### config.mk
export PLATFORM = sky130hd
export DESIGN_NAME = wb_bus_arbiter
export DESIGN_NICKNAME = d
export VERILOG_FILES = /design/src/rtl/wb_bus_arbiter.sv
export SDC_FILE = /design/constraint.sdc
export NUM_CORES = 1
export LEC_CHECK = 0
export CAP_MARGIN = 40
export CORE_AREA = 2 2 104 106
export DETAILED_ROUTE_END_ITERATION = 16
export DIE_AREA = 0 0 106 108
export PLACE_DENSITY = 0.66
export SYNTH_ARGS = -nofsm -noshare
export SYNTH_HDL_FRONTEND = slang
export SYNTH_SLANG_ARGS = --single-unit
export TNS_END_PERCENT = 1
### constraint.sdc
create_clock -name sys_clk -period 2.5 [get_ports sys_clk]
set_input_delay 0.75 -clock sys_clk [delete_from_list [all_inputs] [get_ports sys_clk]]
set_output_delay 0.75 -clock sys_clk [all_outputs]
set_load 0.005 [all_outputs]
### src/rtl/wb_bus_arbiter.sv
// -----------------------------------------------------------------------------
// wb_bus_arbiter
//
// Two-master / one-slave Wishbone classic (single-beat) arbiter. It shares
// one memory port between the CPU instruction port (instr_*) and data port
// (data_*). Address, write data and we come from the granted master. Ack and
// read data go back to that master only. A slave-timeout watchdog completes
// a stalled transfer so that a missing ack cannot hang the CPU.
//
// Parameters
//   ADDR_W       address width, all ports
//   DATA_W       data width, all ports
//   TIMEOUT_CYC  grant cycles without mem_ack_i before forced completion
//                (0 disables the watchdog)
//
// Build option
//   WB_ARB_RR_EN  when defined, simultaneous requests alternate between the
//                 masters (grant goes to the master not granted last).
//                 When undefined, the data master always wins.
//
// Ports
//   sys_clk, sys_rst           clock; synchronous active-low reset
//   instr_addr_i/stb_i/we_i    instruction master request
//   instr_data_o/ack_o         instruction master response
//   data_addr_i/data_i/stb_i/we_i  data master request
//   data_data_o/ack_o          data master response
//   mem_addr_o/data_o/stb_o/we_o   slave request
//   mem_data_i/ack_i           slave response
//   arb_timeout_o              one-cycle pulse on watchdog expiry
// -----------------------------------------------------------------------------
module wb_bus_arbiter #(
  parameter int ADDR_W      = 32,
  parameter int DATA_W      = 32,
  parameter int TIMEOUT_CYC = 255
) (
  input  logic              sys_clk,
  input  logic              sys_rst,
  // instruction master
  input  logic [ADDR_W-1:0] instr_addr_i,
  input  logic              instr_stb_i,
  input  logic              instr_we_i,
  output logic [DATA_W-1:0] instr_data_o,
  output logic              instr_ack_o,
  // data master
  input  logic [ADDR_W-1:0] data_addr_i,
  input  logic [DATA_W-1:0] data_data_i,
  input  logic              data_stb_i,
  input  logic              data_we_i,
  output logic [DATA_W-1:0] data_data_o,
  output logic              data_ack_o,
  // slave
  output logic [ADDR_W-1:0] mem_addr_o,
  output logic [DATA_W-1:0] mem_data_o,
  output logic              mem_stb_o,
  output logic              mem_we_o,
  input  logic [DATA_W-1:0] mem_data_i,
  input  logic              mem_ack_i,
  // status
  output logic              arb_timeout_o
);

  typedef enum logic [1:0] {
    IDLE  = 2'd0,
    GNT_I = 2'd1,
    GNT_D = 2'd2
  } state_t;

  // The counter only needs to reach TIMEOUT_CYC-1.
  localparam int              CNT_W    = (TIMEOUT_CYC > 1) ? $clog2(TIMEOUT_CYC) : 1;
  localparam logic [CNT_W-1:0] CNT_LAST = CNT_W'((TIMEOUT_CYC > 0) ? TIMEOUT_CYC - 1 : 0);
  localparam bit              WDOG_EN  = (TIMEOUT_CYC > 0);

  state_t           state;
  logic [CNT_W-1:0] wdog_cnt;

  logic busy;      // a master currently owns the slave port
  logic sel_d;     // the owner is the data master
  logic req_stb;   // strobe of the current owner
  logic expire;    // watchdog fires this cycle
  logic pick_d;    // IDLE arbitration result: grant the data master

  // Outputs are also held at zero during reset, so nothing leaks out on the
  // reset cycle itself before the state register returns to IDLE.
  assign busy    = sys_rst && (state != IDLE);
  assign sel_d   = (state == GNT_D);
  assign req_stb = sel_d ? data_stb_i : instr_stb_i;

  // A real ack on the expiry cycle wins. A master that has already dropped
  // its strobe is aborting, so it gets no forced ack either.
  assign expire = WDOG_EN && busy && req_stb && !mem_ack_i && (wdog_cnt == CNT_LAST);

`ifdef WB_ARB_RR_EN
  logic last_d;    // last grant went to the data master

  assign pick_d = data_stb_i && (!instr_stb_i || !last_d);
`else
  assign pick_d = data_stb_i;
`endif

  // Combinational port mux driven from the registered state.
  always_comb begin
    // NOTE: every output gets a default first, so no path through the
    // branches below can leave a value held and infer a latch.
    mem_addr_o    = '0;
    mem_data_o    = '0;
    mem_stb_o     = 1'b0;
    mem_we_o      = 1'b0;
    instr_data_o  = '0;
    instr_ack_o   = 1'b0;
    data_data_o   = '0;
    data_ack_o    = 1'b0;
    arb_timeout_o = 1'b0;
    if (busy) begin
      mem_addr_o    = sel_d ? data_addr_i : instr_addr_i;
      mem_we_o      = sel_d ? data_we_i : instr_we_i;
      mem_data_o    = sel_d ? data_data_i : '0;
      mem_stb_o     = req_stb && !expire;
      arb_timeout_o = expire;
      if (sel_d) begin
        data_ack_o  = mem_ack_i || expire;
        data_data_o = expire ? '0 : mem_data_i;
      end else begin
        instr_ack_o  = mem_ack_i || expire;
        instr_data_o = expire ? '0 : mem_data_i;
      end
    end
  end

  // NOTE: all state uses non-blocking assignments, so every register in this
  // block samples the pre-edge values regardless of statement order.
  always_ff @(posedge sys_clk) begin
    if (!sys_rst) begin
      state    <= IDLE;
      wdog_cnt <= '0;
`ifdef WB_ARB_RR_EN
      last_d   <= 1'b0;
`endif
    end else begin
      case (state)
        IDLE: begin
          // A stray mem_ack_i here is ignored. A grant only takes effect on
          // the next cycle.
          if (data_stb_i || instr_stb_i) begin
            state    <= pick_d ? GNT_D : GNT_I;
            wdog_cnt <= '0;
`ifdef WB_ARB_RR_EN
            last_d   <= pick_d;
`endif
          end
        end
        GNT_I, GNT_D: begin
          // Each way out (completion, abort or timeout) passes through IDLE.
          // The resulting bubble stops a strobe still high in the ack cycle
          // from being taken as a new request.
          if (mem_ack_i || !req_stb || expire) begin
            state <= IDLE;
          end else begin
            wdog_cnt <= wdog_cnt + 1'b1;
          end
        end
        default: state <= IDLE;
      endcase
    end
  end

endmodule

==> flow_summary.json <==
{
  "slew_violations": 0,
  "postRouteAntennaNets": 0,
  "fin_skew_ns": 0.000562,
  "die_area_sq_um": 11400,
  "grt_use_total_pct": 17.6,
  "critPathKind": "reg2out",
  "cts.sinks": 10,
  "clock_latency_ns": 0.24,
  "die_y_um": 108,
  "cts.clk_slew.worst_paths_ns": 0.05,
  "critPathMostFrequentCell": "buf_6",
  "wl_met2_um": 6220,
  "cts_max_level": 1,
  "hold_viol": 0,
  "holdPathStages": 2,
  "crit_buf_inv": 5,
  "leakagePower_nw": 2.62,
  "comb_power_share_pct": 67.1,
  "dp_slack_ns": -0.963,
  "drtIter0Drc": 132,
  "core_area_sq_um": 10200,
  "dieWidth_um": 106,
  "power.share.sequential_pct": 14.6,
  "drive_gt1_share_pct": 40.0,
  "finalSetupViolations": 95,
  "p_int_mw": 0.796,
  "routabilityCongestion": 0.927,
  "violations": "negative setup slack",
  "grt_max_degree": 35,
  "finalCriticalPeriod_ns": 2.83,
  "met1Wirelength_um": 4160,
  "synth_cells": 245,
  "synth-seq-cells": 10,
  "final_util_pct": 49.7,
  "netlist-cell-type-count": 43,
  "ios": 268,
  "viasPerCell": 4.54,
  "ir_drop_uv": 159,
  "tritoncts": "built",
  "worstHoldStart": "wdog_cnt[7]",
  "final_net_count": 695,
  "wl_met3_um": 1030,
  "tightest_slew_ns": 0.686,
  "whs_endpoint": "wdog_cnt[7]",
  "max_stage_delay_ns": 0.51,
  "synth_area_leaders": "and2_1, a22o_1, and3_1",
  "syn_nets": 384,
  "drv_cap": 0,
  "cts_buffer_depth": 2,
  "rr_worst_depth": 8,
  "critical_path.max_fanout": 32,
  "reg2reg_slack_ns": 0.37,
  "synth_common_cells": "and2_1, a22o_1, and3_1",
  "cp-start-kind": "flip-flop",
  "status": "complete, but fails checks",
  "slowest_stage": "clkdlybuf4s50_1",
  "hp-class": "reg2reg",
  "dr.pass1.iters": 5,
  "whs_ns": 0.534,
  "relSlewSlack_pct": 53.6,
  "yosysMostFrequentCell": "and2_1",
  "max_freq_mhz": 354,
  "antenna_found_initial": 0,
  "initial_core_util_pct": 17.4,
  "synth_area_sq_um": 1780,
  "grt_pass1_vias": 3159,
  "fin_cells": 691,
  "antenna_cells": 0,
  "rsz0062_at_grt": "yes",
  "path_cells": "inv_2 > buf_6 > ha_4 > nor2b_4 > buf_6 > buf_12 > and3_1 > clkdlybuf4s50_1",
  "finalCritPeriodShare_pct": 113,
  "powerDensity_nw_per_um2": 225,
  "arrival_ns": 2.08,
  "synth_enable_flop_cells": 0,
  "cts_inserted_buffers": 3,
  "cts_root_buf": "clkbuf_8",
  "yosysWarnings": 0,
  "required_ns": 1.75,
  "synth.top_cell.area_share_pct": 23.2,
  "highest_layer": "met4",
  "area_growth_pct": 186,
  "grt_pass1_wl_um": 16200,
  "worstSetupEndpointType": "primary output",
  "grt-ovfl-total": 0,
  "portBuffers": 267,
  "reg2reg_to": "state[0]",
  "place_inst": 657,
  "setup_ws_ns": -0.326,
  "clockPowerShare_pct": 18.3,
  "reg2reg_from": "state[0]",
  "dp_hpwl_um": 8410,
  "power.switching_mw": 0.350,
  "setup_tns_ns": -17.07,
  "power_switching_share_pct": 30.5,
  "crit_family": "buffers and inverters",
  "syn_area_per_cell_sq_um": 7.27,
  "synthArstFlopShare_pct": 0,
  "drcViolationCount": 0,
  "rows": 37,
  "yosysTopAreaCell": "and2_1",
  "dominantRegCellSynth": "dfxtp_1",
  "postCtsHoldBufs": 0,
  "vias": 3134,
  "synth-seq-area-share_pct": 11.2,
  "wire_per_inst_um": 16.7,
  "wl_um": 11600
}
-- worst min-delay path, stage by stage, from the launching register on --
cell	delay [ns]
dfxtp_1	0.32
nand2_1	0.07
o221ai_2	0.09
-- cell families (layout without fill, tap and decap cells) --
group	count (synthesis)	after routing	synth area share (%)
fa+ha+maj	4	4	2.81
buf+inv	33	343	7.79
mux	2	2	1.33
xor+xnor	1	1	0.492
flops	10	10	11.2
simple gates	142	142	49.2
compound gates	53	53	27.2
-- repair_timing --
action / CTS / global route
setup endpoints to repair: 133 / 133
resized for setup: 255 / 228
pin swaps: 8 / 25
gates cloned: 6 / 7
buffers inserted: 13 / 9
-- registers in the layout, indices dropped and copies added, names as in the netlist --
register / cells
wdog_cnt: 8
state: 2
-- layout by cell type, fill, tap and decap left out, types with 4 or more instances in the layout --
cell,count
clkdlybuf4s15_1,8
nand2_1,6
and3_1,32
a22o_1,33
buf_6,30
nand3_1,8
clkdlybuf4s50_1,132
and2_4,17
nand4_1,4
dfxtp_1,8
inv_1,8
dlymetal6s2s_1,9
buf_12,6
buf_4,30
buf_2,44
clkbuf_2,53
and2_1,49
clkbuf_16,7
buf_16,4
clkbuf_8,4
dlygate4sd2_1,5
-- power by group through the flow --
stage	logic, mW	clock network [mW]	registers (mW)
floorplan	0.214	0	0.170
CTS	0.751	0.212	0.166
global route	0.818	0.215	0.168
detailed placement	0.678	0	0.169
finish	0.769	0.210	0.167
global placement	0.672	0	0.169
-- layout make-up --
class / count / area, sq um
multi-input combinational: 202 / 1590
tap: 136 / 170
timing repair buffer: 330 / 3040
clock buffer: 4 / 55.1
inverter: 9 / 33.8
fill: 958 / 5140
sequential: 10 / 203
-- worst max-delay path by stage --
stage / start / depth (start not counted) / endpoint / slack, ns
2_1_floorplan: sys_rst / 7 / data_data_o[11] / -0.01
3_3_place_gp: sys_rst / 6 / mem_addr_o[8] / -0.93
3_5_place_dp: sys_rst / 7 / data_data_o[21] / -0.96
4_1_cts: state[0] / 9 / data_data_o[30] / -0.35
5_1_grt: state[0] / 9 / data_data_o[21] / -0.38
6_report: state[0] / 8 / mem_data_o[23] / -0.33
-- per-layer routing --
metal / global-route usage (%) / vias up
li1: - / 1507
met1: 19.1 / 1432
met2: 35.3 / 182
met3: 3.68 / 13
met4: 3.10 / 0
met5: 0 / -
-- metrics by stage --
| stage | instance area (sq um) | total power, mW |
|---|---|---|
| CTS | 5190 | 1.13 |
| floorplan | 1820 | 0.384 |
| global route | 5090 | 1.20 |
| finish | 5090 | 1.15 |
| detailed placement | 4830 | 0.847 |
| global placement | 4830 | 0.841 |
Note: power is estimated with default switching activity, not from simulation.
